## src/rtl/spi_xfer_master.sv

```systemverilog
// SPI master, CPOL=0, LSB first, 0..32 bits per command, sck half-period of DIV clocks.
// A valid/ready command port starts a transfer; a valid/ready response port returns the MISO bits.
module spi_xfer_master #(
    parameter int DIV = 1
) (
    input  logic        i_clock,
    input  logic        i_reset,
    input  logic        i_cmd_valid,
    output logic        o_cmd_ready,
    input  logic [5:0]  i_cmd_len,
    input  logic [31:0] i_cmd_data,
    output logic        o_rsp_valid,
    input  logic        i_rsp_ready,
    output logic [31:0] o_rsp_data,
    output logic        o_ss,
    output logic        o_sck,
    output logic        o_mosi,
    input  logic        i_miso
);

    typedef enum logic [2:0] {
        S_IDLE,
        S_SETUP,
        S_HIGH,
        S_LOW,
        S_HOLD,
        S_DONE
    } state_t;

    localparam int             CW       = (DIV > 1) ? $clog2(DIV) : 1;
    localparam logic [CW-1:0]  CNT_LAST = CW'(DIV - 1);

    state_t        r_state, w_state;
    logic [CW-1:0] r_cnt, w_cnt;
    logic [31:0]   r_tx, w_tx;
    logic [31:0]   r_rx, w_rx;
    logic [5:0]    r_len, w_len;
    logic [4:0]    r_bit_idx, w_bit_idx;
    logic          r_hold_second, w_hold_second;
    logic          r_cmd_ready, w_cmd_ready;
    logic          r_rsp_valid, w_rsp_valid;
    logic [31:0]   r_rsp_data, w_rsp_data;
    logic          r_ss, w_ss;
    logic          r_sck, w_sck;
    logic          r_mosi, w_mosi;

    logic          w_phase_end;
    logic          w_last_bit;
    logic [5:0]    w_eff_len;

    assign w_phase_end = (r_cnt == CNT_LAST);
    assign w_last_bit  = ({1'b0, r_bit_idx} == (r_len - 6'd1));
    assign w_eff_len   = (i_cmd_len > 6'd32) ? 6'd32 : i_cmd_len;

    // NOTE: every next-value signal takes its current value first, so no path leaves one unassigned.
    always_comb begin
        w_state       = r_state;
        w_tx          = r_tx;
        w_rx          = r_rx;
        w_len         = r_len;
        w_bit_idx     = r_bit_idx;
        w_hold_second = r_hold_second;
        w_rsp_valid   = r_rsp_valid;
        w_rsp_data    = r_rsp_data;
        w_ss          = r_ss;
        w_sck         = r_sck;
        w_mosi        = r_mosi;
        w_cnt         = (r_state == S_IDLE || r_state == S_DONE || w_phase_end) ? '0 : r_cnt + CW'(1);

        unique case (r_state)
            S_IDLE: begin
                if (i_cmd_valid) begin
                    w_tx          = i_cmd_data;
                    w_len         = w_eff_len;
                    w_rx          = '0;
                    w_bit_idx     = '0;
                    w_hold_second = 1'b0;
                    if (w_eff_len == 6'd0) begin
                        // Empty transfer: one cycle through HOLD with ss left high.
                        w_state = S_HOLD;
                    end else begin
                        w_state = S_SETUP;
                        w_ss    = 1'b0;
                        w_mosi  = i_cmd_data[0];
                        w_sck   = 1'b0;
                    end
                end
            end
            S_SETUP, S_LOW: begin
                if (w_phase_end) begin
                    w_state = S_HIGH;
                    w_sck   = 1'b1;
                end
            end
            S_HIGH: begin
                if (w_phase_end) begin
                    w_rx[r_bit_idx] = i_miso;
                    w_sck           = 1'b0;
                    if (w_last_bit) begin
                        w_state = S_HOLD;
                        w_mosi  = 1'b0;
                    end else begin
                        w_state   = S_LOW;
                        w_mosi    = r_tx[r_bit_idx + 5'd1];
                        w_bit_idx = r_bit_idx + 5'd1;
                    end
                end
            end
            S_HOLD: begin
                // Trailing sck-low phase followed by the ss hold phase: two DIV periods.
                if (r_len == 6'd0) begin
                    w_state     = S_DONE;
                    w_rsp_valid = 1'b1;
                    w_rsp_data  = '0;
                end else if (w_phase_end) begin
                    if (r_hold_second) begin
                        w_state     = S_DONE;
                        w_ss        = 1'b1;
                        w_rsp_valid = 1'b1;
                        w_rsp_data  = r_rx;
                    end else begin
                        w_hold_second = 1'b1;
                    end
                end
            end
            S_DONE: begin
                if (i_rsp_ready) begin
                    w_state     = S_IDLE;
                    w_rsp_valid = 1'b0;
                end
            end
            default: w_state = S_IDLE;
        endcase

        w_cmd_ready = (w_state == S_IDLE);
    end

    // NOTE: sequential state uses non-blocking assignments only; the reset branch is synchronous.
    always_ff @(posedge i_clock) begin
        if (i_reset) begin
            r_state       <= S_IDLE;
            r_cnt         <= '0;
            r_tx          <= '0;
            r_rx          <= '0;
            r_len         <= '0;
            r_bit_idx     <= '0;
            r_hold_second <= 1'b0;
            r_cmd_ready   <= 1'b1;
            r_rsp_valid   <= 1'b0;
            r_rsp_data    <= '0;
            r_ss          <= 1'b1;
            r_sck         <= 1'b0;
            r_mosi        <= 1'b0;
        end else begin
            r_state       <= w_state;
            r_cnt         <= w_cnt;
            r_tx          <= w_tx;
            r_rx          <= w_rx;
            r_len         <= w_len;
            r_bit_idx     <= w_bit_idx;
            r_hold_second <= w_hold_second;
            r_cmd_ready   <= w_cmd_ready;
            r_rsp_valid   <= w_rsp_valid;
            r_rsp_data    <= w_rsp_data;
            r_ss          <= w_ss;
            r_sck         <= w_sck;
            r_mosi        <= w_mosi;
        end
    end

    assign o_cmd_ready = r_cmd_ready;
    assign o_rsp_valid = r_rsp_valid;
    assign o_rsp_data  = r_rsp_data;
    assign o_ss        = r_ss;
    assign o_sck       = r_sck;
    assign o_mosi      = r_mosi;

endmodule

```

## config.mk

```make
export PLATFORM = sky130hd
export DESIGN_NAME = spi_xfer_master
export DESIGN_NICKNAME = d
export VERILOG_FILES = /design/src/rtl/spi_xfer_master.sv
export SDC_FILE = /design/constraint.sdc
export NUM_CORES = 1
export LEC_CHECK = 0
export BUFFER_PORTS_ARGS = -buffer_cell sky130_fd_sc_hd__buf_2
export CAP_MARGIN = 10
export CORE_ASPECT_RATIO = 1.4
export CORE_MARGIN = 4
export CORE_UTILIZATION = 40
export DETAILED_ROUTE_END_ITERATION = 10
export PLACE_DENSITY = 0.62
export SETUP_SLACK_MARGIN = 0.02
export SLEW_MARGIN = 20
export SYNTH_ARGS = -nofsm -noshare
export SYNTH_HDL_FRONTEND = slang
export SYNTH_SLANG_ARGS = --single-unit
```

## constraint.sdc

```tcl
create_clock -name i_clock -period 3.4 [get_ports i_clock]
set_clock_uncertainty 0.15 [all_clocks]
set_input_delay 0 -clock i_clock [delete_from_list [all_inputs] [get_ports i_clock]]
set_output_delay 0 -clock i_clock [all_outputs]
set_load 0.01 [all_outputs]
```

==> qor.csv <==
metric;value;unit
syn_area_per_cell;8.239;um^2
vias after detailed routing;4742;
Switching Share;23.56;%
Crit. End Element;flip-flop;
nets;764;
die area;14690;um^2
Slew Limit Fails;0;
unrepaired setup endpoints after global routing;no;
filler cell count in the final layout;1116;
met2 WL post-DR;6888;um
prevailing post-synth register cell;dfxtp_1;
number of diodes;0;
layout cells sized above 1;18.66;%
met3 WL post-DR;601;um
Top Metal Used;met4;
most common library cell in the layout ignoring fill and taps;dfxtp_1;
final setup TNS;0;ns
min Tclk post-route;2.703;ns
maximum clock insertion buffer count;2;
Skew-Pair Late Insertion Delay;0.40;ns
CP Data Arrival Time;2.86;ns
Cells after Synth;621;
synth unique cells;50;
die height;141.8;um
worst hold path class;in2reg;
fmax;370.0;MHz
Sequential Power Share;39.7;%
status;finished clean;
Buffers on Ports;79;
TritonCTS clock tree;built;
Async S/R FF share, synth;0;%
slowest CP cell;ha_1;
Reg clk slew, reported paths;0.06;ns
CP cell instances;inv_1, ha_1, mux4_2, mux2i_1, mux2i_1, nor2_1, or4_1, a311oi_1;
commonest cells after routing, fill and taps aside;dfxtp_1, a21oi_1, nand2_1;
Hold Fails Final Rpt;0;
die width;103.6;um
Clock Tree Root;clkbuf_16;
Net Count, Synth;669;
Syn-to-layout area delta;29.22;%
pre-CTS setup slack;0.6901;ns
most used cell, CP;mux2i_1;
row cnt;48;
CP required;3.56;ns
M1 WL;5634;um
CP max stage delay;0.61;ns
sequential fraction of the synthesis area;45.78;%
final instance area;6611;um^2
VDD IR max;0.0003081;V
Pwr per Cell Area;551.0;nW/um^2
initial drt markers;303;
CTS Sinks;117;
P_sw;0.0008582;W
Tcrit/Tclk final;79.50;%
CTS Buf Count;17;
Placer Congestion;0.8225;
first-pass GRT wire length;22630;um
final setup margin;0.6971;ns
post-synthesis register bit count;117;
final wirelength;13420;um
drt wl/cell;15.26;um
Storage cell area;2342;um^2
vias in the first global route;4752;
Top Family by Delay on Critical Path;adder cells;
Post-Synthesis Cell Area;5116;um^2
vias per std cell;5.395;
number of setup buffers added after CTS;0;
synth warn;0;
Residual DRC;0;
Setup crit start kind;flip-flop;
Post-synth EDFFs;0;
Gate power share;8.8;%
Buffers & Inverters on Critical Path;1;
antenna violations before repair;0;
Setup violations, final;0;
# hold bufs at CTS;44;
max-cap check violation count;0;
CP Class;reg2reg;
Pint;0.002784;W
H-Tree Level Count;4;
Initial Utilization;41.15;%
DP Wirelength;8743;um
Core Region;12430;um^2
worst slew pin tran;0.9859;ns
pin count of the biggest net entering global routing;86;
I/O Pins;80;
clock share of power;51.5;%
Post-DP Area;5543;um^2
Slew HR;33.77;%
Lkg Pwr;2.569;nW
Multi-input gate area;2510;um^2
worst-path maximum fanout;9;
total gr overflow;0;
post_cts resized;0;
remaining antenna violation count;0;
Total GRT Usage;18.71;%
Pre-antenna DRT Iters;5;
routing by layer:
metal,global-route usage (%),up-vias
met4,7.913,0
li1,-,2355
met3,3.823,23
met5,0,-
met2,34.10,149
met1,21.29,2215
worst register-to-register path, stage by stage, from the launching register on:
cell and delay (ns):
dfxtp_1 0.41, inv_1 0.10, ha_1 0.61, mux4_2 0.32
mux2i_1 0.08, mux2i_1 0.14, nor2_1 0.05, or4_1 0.50
a311oi_1 0.25
layout make-up:
type                       count  area share, %
clock buffer                  17          6.435
clock inverter                15          3.066
inverter                      10         0.5678
multi-input combinational    438          37.96
sequential                   117          35.43
tap                          150          2.839
timing repair buffer         132          13.70
registers in the layout (all words and copies together), names as in the netlist:
signal         cells
o_ss               1
r_rx              32
o_rsp_data        32
o_sck              1
r_bit_idx          5
o_rsp_valid        1
r_cnt              1
r_tx              32
r_state            3
r_hold_second      1
o_mosi             1
r_len              6
o_cmd_ready        1
Yosys cell counts, types with 2 or more instances:
library cell  number  area (um^2)
and3_1             4        25.02
o22ai_1            2        12.51
o211ai_1           2        15.01
buf_2              6        30.03
mux2i_1            4        40.04
nand2b_1           7        43.79
or2_1              2        12.51
xor2_1             4        35.03
nor3_1             6        30.03
o21ai_0           35        175.2
ha_1               5        62.56
dfxtp_1          117         2342
mux4_2             8        180.2
and2_1             7        43.79
nand2_1          103        386.6
or4_1              3        22.52
o32ai_1            3        26.28
a21oi_1          105        525.5
nand3_1           13        65.06
a21o_1             3        22.52
buf_4              3        22.52
nand3b_1           6        45.04
inv_1              9        33.78
a22oi_1           32        240.2
clkbuf_1          46        172.7
nor2_1            51        191.4
nor2b_1            2        12.51
o31ai_1            3        22.52
a31oi_1            3        18.77
xnor2_1            7        61.31
power groups by stage:
stage / Sequential, W / Clock (W) / Combinational (W)
2_1_floorplan: 0.00146 / 0 / 0.000201
3_3_place_gp: 0.00147 / 0 / 0.000272
3_5_place_dp: 0.00148 / 0 / 0.000277
4_1_cts: 0.00145 / 0.00191 / 0.000317
5_1_grt: 0.00145 / 0.00198 / 0.000356
6_report: 0.00145 / 0.00188 / 0.000320
path summary, 6_finish.rpt:
path / to / startpoint / slack (ns) / depth (start not counted)
worst min register to register: r_tx[8] / r_tx[8] / 0.30 / 2
worst max register to register: o_mosi / r_bit_idx[1] / 0.70 / 8
worst max-delay path: o_mosi / r_bit_idx[1] / 0.70 / 8
worst min-delay path: o_rsp_data[10] / i_reset / 0.02 / 2
through the flow:
stage                     hold WS [ns]  total power, W  instances  util, %
after CTS                      0.02363        0.003675        879    53.18
after global routing           0.05601        0.003784        879    53.18
after floorplan               -0.01404        0.001666        621        -
final                          0.02180        0.003643        879    53.18
after detailed placement       0.09512        0.001752        803    44.59
after global placement         0.09131        0.001747        803    44.59
logic make-up after synthesis:
| group | share of synthesized area [%] |
|---|---|
| compound gates | 22.60 |
| xor+xnor | 2.421 |
| fa+ha+maj | 1.223 |
| buf+inv | 5.209 |
| flops | 45.78 |
| mux | 4.304 |
| other cells | 0.07330 |
| simple gates | 18.39 |
No activity file was read; power rests on OpenSTA's default activity.
